File: config.mk
export PLATFORM = sky130hd
export DESIGN_NAME = seg_capture_rx
export DESIGN_NICKNAME = d
export VERILOG_FILES = /design/src/rtl/seg_rx_pkg.sv /design/src/rtl/seg_glyph_decode.sv /design/src/rtl/seg_capture_rx.sv
export SDC_FILE = /design/constraint.sdc
export NUM_CORES = 1
export LEC_CHECK = 0
export ABC_CLOCK_PERIOD_IN_PS = 4900
export BUFFER_PORTS_ARGS = -buffer_cell sky130_fd_sc_hd__buf_2
export CAP_MARGIN = 20
export CORE_AREA = 2 2 52 103
export CTS_BUF_LIST = sky130_fd_sc_hd__clkbuf_16
export CTS_CLUSTER_DIAMETER = 200
export DETAILED_ROUTE_END_ITERATION = 10
export DIE_AREA = 0 0 54 105
export GPL_ROUTABILITY_DRIVEN = 0
export PLACE_DENSITY = 0.73
export SLEW_MARGIN = 30
export SYNTH_ARGS = -nofsm -noshare
export SYNTH_HDL_FRONTEND = slang
export SYNTH_SLANG_ARGS = --single-unit
File: constraint.sdc
create_clock -name clk -period 4.9 [get_ports clk]
set_clock_uncertainty 0.2 [all_clocks]
set_input_delay 0.735 -clock clk [delete_from_list [all_inputs] [get_ports clk]]
set_output_delay 0.735 -clock clk [all_outputs]
set_load 0.01 [all_outputs]
File: src/rtl/seg_rx_pkg.sv
// seg_rx_pkg
//   Shared definitions for the 7-segment capture receiver: segment bus width,
//   capture FSM state type, anode strobe codes, the hex glyph table and the
//   pattern -> {bad, hex} lookup used by the glyph decoder.
//   Build option: SEG_RX_DP_EN widens the segment bus to 8 bits (bit7 = dp).
package seg_rx_pkg;

`ifdef SEG_RX_DP_EN
  localparam int SEG_W = 8;
`else
  localparam int SEG_W = 7;
`endif

  typedef enum logic [2:0] {
    WAIT0   = 3'd0,
    SETTLE0 = 3'd1,
    WAIT1   = 3'd2,
    SETTLE1 = 3'd3,
    PRESENT = 3'd4
  } rx_state_t;

  // Synchronized anode codes (active-low strobes)
  localparam logic [1:0] AN_DIGIT0 = 2'b10;
  localparam logic [1:0] AN_DIGIT1 = 2'b01;

  // Active-high {g..a} glyphs, entry i is the glyph for hex value i
  localparam logic [15:0][6:0] GLYPH_TABLE = {
    7'h71, 7'h79, 7'h5E, 7'h39, 7'h7C, 7'h77, 7'h6F, 7'h7F,
    7'h07, 7'h7D, 7'h6D, 7'h66, 7'h4F, 7'h5B, 7'h06, 7'h3F
  };

  // Returns {bad, hex}; unknown patterns give value 0 with bad set
  function automatic logic [4:0] glyph_lookup(input logic [6:0] pattern);
    logic [4:0] result;
    result = 5'b1_0000;
    for (int i = 0; i < 16; i++) begin
      if (pattern == GLYPH_TABLE[i]) begin
        result = {1'b0, 4'(i)};
      end
    end
    return result;
  endfunction

endpackage

File: src/rtl/seg_glyph_decode.sv
// seg_glyph_decode
//   Combinational decode of one active-high 7-segment pattern into a hex digit.
//   Ports:
//     pattern  in  7  active-high segments, bit0=a .. bit6=g
//     hex      out 4  decoded value (0 when no glyph matches)
//     bad      out 1  pattern matched no hex glyph
module seg_glyph_decode
  import seg_rx_pkg::*;
(
  input  logic [6:0] pattern,
  output logic [3:0] hex,
  output logic       bad
);

  assign {bad, hex} = glyph_lookup(pattern);

endmodule

File: src/rtl/seg_capture_rx.sv
// seg_capture_rx
//   Samples a time-multiplexed two-digit active-low segment/anode bus and
//   recovers the displayed hex digit pair, offered over valid/ready.
//   A digit is accepted once STABLE_CYCLES consecutive synchronized samples
//   show its anode lit with an unchanged segment pattern.
//   Ports:
//     clk, reset          clock, synchronous active-high reset
//     seg_in  [SEG_W]     active-low segments (bit7 = dp when SEG_RX_DP_EN)
//     an_in   [2]         active-low anodes: 10 digit0, 01 digit1, else none
//     out_ready           consumer accepts the pair
//     out_valid           pair held on digit0/digit1/bad0/bad1
//     digit0/1, bad0/1    decoded digits and no-glyph flags
//     dp0/dp1             decimal points (only when SEG_RX_DP_EN is defined)
//     overrun             sticky: digit0 strobe started while a pair was pending
//   Build option: SEG_RX_DP_EN adds dp capture and the dp0/dp1 outputs.
module seg_capture_rx
  import seg_rx_pkg::*;
#(
  parameter int STABLE_CYCLES = 16,
  parameter int CNT_W         = 5
) (
  input  logic             clk,
  input  logic             reset,
  input  logic [SEG_W-1:0] seg_in,
  input  logic [1:0]       an_in,
  input  logic             out_ready,
  output logic             out_valid,
  output logic [3:0]       digit0,
  output logic [3:0]       digit1,
  output logic             bad0,
  output logic             bad1,
`ifdef SEG_RX_DP_EN
  output logic             dp0,
  output logic             dp1,
`endif
  output logic             overrun
);

  localparam logic [CNT_W-1:0] CNT_DONE = CNT_W'(STABLE_CYCLES);
  localparam logic [CNT_W-1:0] CNT_ONE  = CNT_W'(1);

  logic [SEG_W-1:0] seg_sync1_reg, seg_sync2_reg;
  logic [1:0]       an_sync1_reg, an_sync2_reg, an_last_reg;
  rx_state_t        state_reg, state_next;
  logic [CNT_W-1:0] cnt_reg, cnt_next, cnt_inc;
  logic [SEG_W-1:0] prev_reg, prev_next;
  logic [3:0]       digit0_reg, digit1_reg;
  logic             bad0_reg, bad1_reg, overrun_reg;
  logic             cap0, cap1, overrun_set;
  logic [SEG_W-1:0] seg_now;
  logic [1:0]       an_now;
  logic [3:0]       dec_hex;
  logic             dec_bad;

  // Two-flop synchronizers; reset value is the "all off" pin state
  always_ff @(posedge clk) begin
    if (reset) begin
      seg_sync1_reg <= '1;
      seg_sync2_reg <= '1;
      an_sync1_reg  <= 2'b11;
      an_sync2_reg  <= 2'b11;
      an_last_reg   <= 2'b11;
    end else begin
      seg_sync1_reg <= seg_in;
      seg_sync2_reg <= seg_sync1_reg;
      an_sync1_reg  <= an_in;
      an_sync2_reg  <= an_sync1_reg;
      an_last_reg   <= an_sync2_reg;
    end
  end

  assign seg_now = ~seg_sync2_reg;
  assign an_now  = an_sync2_reg;

  seg_glyph_decode u_decode (
    .pattern (seg_now[6:0]),
    .hex     (dec_hex),
    .bad     (dec_bad)
  );

  // Saturating increment so the counter can never wrap
  assign cnt_inc = (cnt_reg == '1) ? cnt_reg : cnt_reg + CNT_ONE;

  // FSM: state register
  always_ff @(posedge clk) begin
    if (reset) begin
      state_reg <= WAIT0;
    end else begin
      state_reg <= state_next;
    end
  end

  // FSM: next state plus settle-counter / capture controls
  always_comb begin
    state_next = state_reg;
    cnt_next   = cnt_reg;
    prev_next  = prev_reg;
    cap0       = 1'b0;
    cap1       = 1'b0;
    case (state_reg)
      WAIT0: begin
        if (an_now == AN_DIGIT0) begin
          state_next = SETTLE0;
          cnt_next   = CNT_ONE;
          prev_next  = seg_now;
        end
      end
      SETTLE0: begin
        if (an_now != AN_DIGIT0) begin
          state_next = WAIT0;
        end else if (seg_now == prev_reg) begin
          cnt_next = cnt_inc;
          if (cnt_inc == CNT_DONE) begin
            cap0       = 1'b1;
            state_next = WAIT1;
          end
        end else begin
          cnt_next  = CNT_ONE;
          prev_next = seg_now;
        end
      end
      WAIT1: begin
        // A digit0 strobe seen here is ignored; digit0 stays captured
        if (an_now == AN_DIGIT1) begin
          state_next = SETTLE1;
          cnt_next   = CNT_ONE;
          prev_next  = seg_now;
        end
      end
      SETTLE1: begin
        if (an_now != AN_DIGIT1) begin
          state_next = WAIT1;
        end else if (seg_now == prev_reg) begin
          cnt_next = cnt_inc;
          if (cnt_inc == CNT_DONE) begin
            cap1       = 1'b1;
            state_next = PRESENT;
          end
        end else begin
          cnt_next  = CNT_ONE;
          prev_next = seg_now;
        end
      end
      PRESENT: begin
        if (out_ready) begin
          state_next = WAIT0;
        end
      end
      default: state_next = WAIT0;
    endcase
  end

  // FSM: outputs
  always_comb begin
    out_valid = (state_reg == PRESENT);
  end

  // Overrun: a fresh digit0 strobe while the pair is still unclaimed
  assign overrun_set = (state_reg == PRESENT) && (an_now == AN_DIGIT0) &&
                       (an_last_reg != AN_DIGIT0) && !out_ready;

  always_ff @(posedge clk) begin
    if (reset) begin
      cnt_reg     <= '0;
      prev_reg    <= '1;
      digit0_reg  <= 4'h0;
      digit1_reg  <= 4'h0;
      bad0_reg    <= 1'b0;
      bad1_reg    <= 1'b0;
      overrun_reg <= 1'b0;
    end else begin
      cnt_reg  <= cnt_next;
      prev_reg <= prev_next;
      if (cap0) begin
        digit0_reg <= dec_hex;
        bad0_reg   <= dec_bad;
      end
      if (cap1) begin
        digit1_reg <= dec_hex;
        bad1_reg   <= dec_bad;
      end
      if (overrun_set) begin
        overrun_reg <= 1'b1;
      end
    end
  end

  assign digit0  = digit0_reg;
  assign digit1  = digit1_reg;
  assign bad0    = bad0_reg;
  assign bad1    = bad1_reg;
  assign overrun = overrun_reg;

`ifdef SEG_RX_DP_EN
  logic dp0_reg, dp1_reg;

  // dp is captured alongside its digit; it already takes part in the
  // stability compare because prev_reg holds the full bus
  always_ff @(posedge clk) begin
    if (reset) begin
      dp0_reg <= 1'b0;
      dp1_reg <= 1'b0;
    end else begin
      if (cap0) begin
        dp0_reg <= seg_now[7];
      end
      if (cap1) begin
        dp1_reg <= seg_now[7];
      end
    end
  end

  assign dp0 = dp0_reg;
  assign dp1 = dp1_reg;
`endif

endmodule

# --- Word-level counts from Yosys, hierarchy flattened ---
# Index checks and enable logic that the tools add are counted.
totals:
  reg_bits: 46
  in_bits: 12
  output_inout_bits: 12
  word_cells: 105
op_classes:
  n_mux: 45
  n_eq_ne: 37
  add_sub_neg: 1
  bitwise_logic: 1
  reduce_logical: 8
ops:
  columns: ["op", "n"]
  rows:
  - ["5-bit 2-to-1 mux", 22]
  - ["7-bit == test, second input constant", 12]
  - ["7-bit 2-to-1 mux", 5]
  - ["7-bit one-hot mux with 4 select lines", 1]
  - ["3-bit 2-to-1 mux", 9]
  - ["5-bit one-hot mux with 4 select lines", 1]
  - ["3-bit one-hot mux with 5 select lines", 1]
  - ["7-bit by 3-bit == test with 1-bit output, second input constant", 2]
  - ["7-bit by 6-bit == test with 1-bit output, second input constant", 2]
  - ["2-bit inequality test, second input constant", 7]
  - ["3-bit inequality test, second input constant", 4]
  - ["5-bit == test, second input constant", 2]
  - ["7-bit == test", 1]
  - ["7-bit inverter", 1]
  - ["7-bit AND reduction", 1]
  - ["3-bit by 2-bit == test with 1-bit output, second input constant", 2]
  - ["1-bit 2-to-1 mux", 6]
  - ["5-bit by 1-bit adder with 5-bit output, second input constant", 1]
  - ["5-bit AND reduction", 1]
  - ["4-bit nonzero test", 1]
  - ["3-bit by 1-bit == test with 1-bit output, second input constant", 1]
  - ["3-bit == test, second input constant", 1]
  - ["1-bit logical AND", 3]
  - ["3-bit logical NOT", 1]
  - ["other kinds (4)", 4]

# --- Logic depth before layout (Yosys ltp) ---
depth:
  depth_word: 18
  mapped_depth: 7
  mapped_depth_nobuf: 6

# --- Modules after synthesis ---
# From an unflattened synthesis, not the netlist that was laid out.
unflattened:
  hier_cells: 277
  area_unflattened_um2: 2431.1
by_module_without_submodules:
  columns: ["module", "n_inst", "seq_area_each_um2", "cells_each", "area_per_inst_um2"]
  rows:
  - ["seg_capture_rx", 1, 920.9, 215, 2001.9]
  - ["seg_glyph_decode", 1, 0.0, 62, 429.2]

# --- Worst setup path before layout ---
# Ideal clock, no wire load.
synth_timing:
  path_kind: "register to register"
  start: "register cnt_reg[0]"
  end: "register digit1_reg[0], in the netlist digit1[0]"
  setup_ns: 0.126
  n_path_buf: 1
  slack_ns: 2.711
  required_ns: 4.574
  synth_period_minus_slack_ns: 2.189
  arrival_time_ns: 1.863
  stages_incl_launch_ff: 8
  cell_sequence: "dfxtp_1 -> ha_1 -> nand4_1 -> nor3_1 -> a31oi_1 -> or4_1 -> buf_2 -> mux2i_1"
synth_between:
  elab_chain_cells: 7
  word_cells_on_any_way: 8
  cone_classes: "1 x add/sub; 2 x eq/ne; 5 x mux"
synth_lines:
  columns: ["item", "line_no", "text"]
  rows:
  - ["start, declared", "seg_capture_rx.sv:45", "logic [CNT_W-1:0] cnt_reg, cnt_next, cnt_inc;"]
  - ["start signal, assigned", "seg_capture_rx.sv:172", "cnt_reg <= cnt_next;"]
  - ["5-bit by 1-bit adder with 5-bit output / 5-bit == test (equally long branches)", "seg_capture_rx.sv:82", "assign cnt_inc = (cnt_reg == '1) ? cnt_reg : cnt_reg + CNT_ONE;"]
  - ["5-bit 2-to-1 mux *", "seg_capture_rx.sv:82", null]
  - ["5-bit == test *", "seg_capture_rx.sv:135", "if (cnt_inc == CNT_DONE) begin"]
  - ["1-bit 2-to-1 mux *", "seg_capture_rx.sv:135", null]
  - ["1-bit 2-to-1 mux *", "seg_capture_rx.sv:133", "end else if (seg_now == prev_reg) begin"]
  - ["1-bit 2-to-1 mux *", "seg_capture_rx.sv:131", "if (an_now != AN_DIGIT1) begin"]
  - ["1-bit 2-to-1 mux *", "seg_capture_rx.sv:100", "case (state_reg)"]
  - ["end signal, assigned", "seg_capture_rx.sv:179", "digit1_reg <= dec_hex;"]
  - ["end, declared", "seg_capture_rx.sv:47", "logic [3:0] digit0_reg, digit1_reg;"]
# Every way passes the cells marked *; elsewhere a longest branch is shown, timed or not.
# A chain may end at the register's enable or synchronous reset.

# --- Final worst setup path ---
layout_timing:
  start: "register seg_sync2_reg[6]"
  end: "register state_reg[1]"
layout_between:
  elab_chain_cells: 4
  word_cells_on_any_way: 5
  cone_classes: "3 x eq/ne; 1 x bitwise; 1 x reduce/logical"
layout_lines:
  columns: ["item", "line_no", "text"]
  rows:
  - ["start, declared", "seg_capture_rx.sv:42", "logic [SEG_W-1:0] seg_sync1_reg, seg_sync2_reg;"]
  - ["start signal, assigned", "seg_capture_rx.sv:65", "seg_sync2_reg <= seg_sync1_reg;"]
  - ["7-bit inverter *", "seg_capture_rx.sv:72", "assign seg_now = ~seg_sync2_reg;"]
  - ["7-bit == test *", "seg_capture_rx.sv:111, seg_capture_rx.sv:133", null]
  - ["3-bit inequality test (no line)", null, null]
  - ["7-bit AND reduction (no line) *", null, null]
  - ["end signal, assigned", "seg_capture_rx.sv:89", "state_reg <= state_next;"]
  - ["end, declared", "seg_capture_rx.sv:44", "rx_state_t state_reg, state_next;"]
# Marked as above.

==> flow_results.org <==
** Critical path
- By startpoint and endpoint, the worst setup path is classified as reg -> reg.
- The worst setup path is launched from a flip-flop.
- The critical path runs through a total of 5 cells.
- Data arrival time of the critical path :: about 2500 ps
- Endpoint kind of the worst setup timing path :: flip-flop
- Tracing the worst setup path back leads to its startpoint at seg_sync2_reg[6]$_SDFF_PP1_.
- Last element of the critical path :: state_reg[1]$_SDFFE_PP0P_
- On the critical path the largest part of the delay comes from simple AND/OR/NAND/NOR gates.
- Slowest cell on the critical path :: sky130_fd_sc_hd__dfxtp_1
- The number of cells on the worst reg-to-reg path is 5.
- Data on the critical path is required at its endpoint by roughly 4900 ps.
- Setup slack of the most critical reg-to-reg path :: 2360 ps
- In this run the worst path has a maximum fanout of 12.
- Buffers and inverters on the worst path :: 0
- Reg2Reg Capture Point :: state_reg[1]$_SDFFE_PP0P_
- For this run, the slowest stage of the critical path takes 550 ps.
- The worst register-to-register path begins at seg_sync2_reg[6]$_SDFF_PP1_.
- The signal on the critical path passes through xor2_1, nand4_1, nor2_1, or4b_1, a311oi_1.

** Placed design
- Total half-perimeter wirelength after legalization and detailed placement :: between 2 and 3 mm
- The placed instances occupy a cell area of ~2300 µm².
- Port bufs :: 23

** Yosys
- For this run, the register share of the synthesized area comes to 42.9%.
- Counting flops with a built-in enable in the synthesized netlist gives 0.
- Synthesis inferred 46 register bits.
- After synthesis, the largest area contributor takes up between 40% and 50% of total cell area.
- The most used flip-flop cell after synthesis is sky130_fd_sc_hd__dfxtp_1.
- Cell area after synthesis :: roughly 2100 µm²
- Synthesis produced a netlist with a net count of between 200 and 300.
- The biggest area contributor in the post-synthesis netlist is sky130_fd_sc_hd__dfxtp_1.
- Yosys printed 0 warnings.
- After technology mapping, the gate count stands at ~240.
- Avg Cell Area, Syn :: between 8 and 9 µm²
- Distinct cell type count of the synthesized netlist :: 46
- Top cells by instance count after synthesis :: 46 x sky130_fd_sc_hd__dfxtp_1, 20 x sky130_fd_sc_hd__nor2_1, 20 x sky130_fd_sc_hd__or2_2
- Counting flops with an async set or reset pin after synthesis yields a share of 0%.
- Ranked by total cell area, the synthesized netlist is headed by sky130_fd_sc_hd__dfxtp_1 43%, sky130_fd_sc_hd__or2_2 5.8%, sky130_fd_sc_hd__mux2i_1 5.1%.
- In the post-synthesis netlist, the cell with the most instances is sky130_fd_sc_hd__dfxtp_1.

** GRT
- For this run, the total global-route usage over all layers was measured as between 10% and 20%.
- Via count of the first global-routing pass :: 1771
- Largest net degree at the start of global routing :: between 50 and 60
- Grt total ovfl :: 0
- Initial antenna violation count :: 0
- The first global-routing pass estimated about 7.4 mm of wire.

** Clocking
- Hold repair after CTS inserted 0 buffers.
- The longest clock path from root to sink contains 2 buffers.
- CTS tree :: built
- Clock slew at reported path FFs :: approximately 60 ps
- Clock buffer count from CTS :: 5
- The root buffer cell chosen for the clock tree is sky130_fd_sc_hd__clkbuf_16.
- Once the clock tree was built, the resizer swapped 0 gates to a different size.
- Number of setup buffers added after CTS :: 0
- CTS built an H-tree with a depth of 2.
- The clock reaches the later pin of the worst-skew pair after 290 ps.
- CTS sink cnt :: 46

** STA
- Final Max Slew Viols :: 0
- RSZ-0062 raised after global routing :: no
- At the pin with the least slew margin, the transition time is between 700 and 800 ps.
- Total setup violations reported at the end of the flow :: 0
- In this run the tightest slew margin relative to its limit is approximately 48%.
- Derived from the worst setup path, the maximum achievable clock frequency is 0.393 GHz.
- In the final timing run, aggregate negative setup slack is 0 ps.
- After layout, the minimum clock period comes to roughly 2500 ps.
- Final worst hold slack :: between 200 and 250 ps
- The worst path uses slightly above 50% of the clock period.
- Fin. Hold Viols :: 0

** Drt
- Using the TritonRoute via totals, the vias-per-cell ratio works out to ~5.7.
- DRT Pass-1 Iters :: 4
- After detailed routing, the total wire length is between 4 and 5 mm.
- After detailed routing, the average wire length per cell comes to around 13 µm.
- The count of nets left with antenna violations once routing finished came out at 0.
- In the routed design, unresolved DRC markers number 0.
- The routed layout has between 1500 and 2000 vias.
- In this run, the number of DRC markers left after iteration 0 of detailed routing was 31.

** Cells and area
- Total non-filler cell area in the finished layout :: roughly 2500 µm²
- Number of diodes added for antenna fixing :: 0
- Fraction of layout cells with a size suffix above 1 :: around 22%
- For this run, the post-layout net count is 268.
- Relative to the synthesized area, the layout overhead comes to 14.1%.

** Power and ir drop
- The share of total power dissipated in the clock network is a little under half.
- Per report_power, the sequential group accounts for between 40 and 50% of the total.
- For this design the ratio of total power to cell area is 338 nW/µm².
- Int Power :: between 600 and 700 µW
- Overall power consumption after layout is estimated at 829 µW.
- For this design the static power due to leakage is 0.984 nW.
- Net Sw Power :: around 180 µW
- Proportion of total power due to net switching :: a little over a fifth
- VDD IR max :: 0.000316 V
- In this run, the combinational gates consume about 5.5% of the power.

** Job
- Across the run, the number of max-cap violations was 0.

** Die
- Once the floorplan was initialized, standard cells occupied 44.2% of the core.
- I/O pin cnt :: 24
- Die Wd :: roughly 54 µm
- Floorplan row count :: 36
- The region available for standard cell placement spans slightly below 5000 µm².
- From bottom edge to top edge, the die measures 105 µm.
- The floorplan step defined a die boundary enclosing between 5000 and 6000 µm².

** Min path
- Worst hold path type :: reg -> reg

** Outcome
- The run finished with clean final reports.
==> final cells by class <==
cell class              instances  area, µm²
well taps                      57       71.3
inverters                       4       15.0
fillers                       474       2410
repair buffers                 23        115
clock inverters                 3       45.0
flip-flops and latches         46        921
multi-input cells             175       1160
clock buffers                   5        125
==> cell usage in the layout, fill, tap and decap left out, drive strengths merged, types with 2 or more instances in the layout <==
| master | Yosys | final |
|---|---|---|
| a211o | 7 | 7 |
| a21oi | 14 | 14 |
| a31oi | 5 | 5 |
| a41oi | 2 | 2 |
| buf | 1 | 23 |
| clkbuf | 13 | 5 |
| clkinvlp | 0 | 2 |
| dfxtp | 46 | 46 |
| inv | 4 | 4 |
| mux2i | 11 | 11 |
| nand2 | 11 | 11 |
| nand2b | 16 | 16 |
| nand3 | 4 | 4 |
| nand4 | 7 | 7 |
| nand4b | 2 | 2 |
| nor2 | 20 | 20 |
| nor2b | 3 | 3 |
| nor3 | 7 | 7 |
| nor3b | 4 | 4 |
| o21ai | 8 | 8 |
| o21bai | 2 | 2 |
| or2 | 20 | 20 |
| or3 | 2 | 2 |
| or4 | 2 | 2 |
| xor2 | 9 | 9 |
==> layer usage <==
layer / wire length, µm / track usage, %
met4: 187 / 10.5
met3: 147 / 4.29
met1: 1630 / 17.2
met2: 2230 / 30.7
met5: 0 / 0
==> how the worst min path moves through the flow <==
stage	from	to	slack [ps]	cells past startpoint
2_1_floorplan	an_sync1_reg[0]$_SDFF_PP1_	an_now[0]$_SDFF_PP1_	190	1
3_3_place_gp	seg_sync1_reg[0]$_SDFF_PP1_	seg_sync2_reg[0]$_SDFF_PP1_	190	1
3_5_place_dp	seg_sync1_reg[0]$_SDFF_PP1_	seg_sync2_reg[0]$_SDFF_PP1_	190	1
4_1_cts	an_sync1_reg[0]$_SDFF_PP1_	an_now[0]$_SDFF_PP1_	210	1
5_1_grt	an_sync1_reg[1]$_SDFF_PP1_	an_now[1]$_SDFF_PP1_	220	1
6_report	seg_sync1_reg[3]$_SDFF_PP1_	seg_sync2_reg[3]$_SDFF_PP1_	210	1
==> through the flow <==
stage          std cells  worst slack [ps]  util, %
4_1_cts              313              2350     50.4
5_1_grt              313              2110     50.4
3_3_place_gp         305              2220     46.9
6_report             313              2360     50.4
2_1_floorplan        239              2710        -
3_5_place_dp         305              2360     46.9
==> worst reg2reg max path, delay by kind of cell (launching register included) <==
kind	cells	cell delay (ps)
DFF	1	550
xor gates and xnor gates	1	340
and+or+nand+nor	3	1090
AOI/OAI and AO/OA	1	270
==> kinds of logic (layout without fill, tap and decap cells) <==
group                      after synthesis  in the layout  synth area share [%]
and+or+nand+nor                        107            107                  29.6
AOI/OAI and AO/OA                       47             47                  14.6
DFF                                     46             46                  42.9
buffers and inverters                   18             35                  3.20
muxes                                   11             11                  5.13
xor gates and xnor gates                 9              9                  4.02
adders and majority gates                1              1                 0.582
==> power groups by stage <==
stage                     Combinational [mW]  Sequential, mW  Clock (mW)
final                                 0.0455           0.400       0.383
after global routing                  0.0517           0.402       0.407
after CTS                             0.0459           0.400       0.393
after detailed placement              0.0457           0.408           0
after global placement                0.0445           0.408           0
after floorplan                       0.0407           0.401           0
Note: power is estimated with default switching activity, not from simulation.
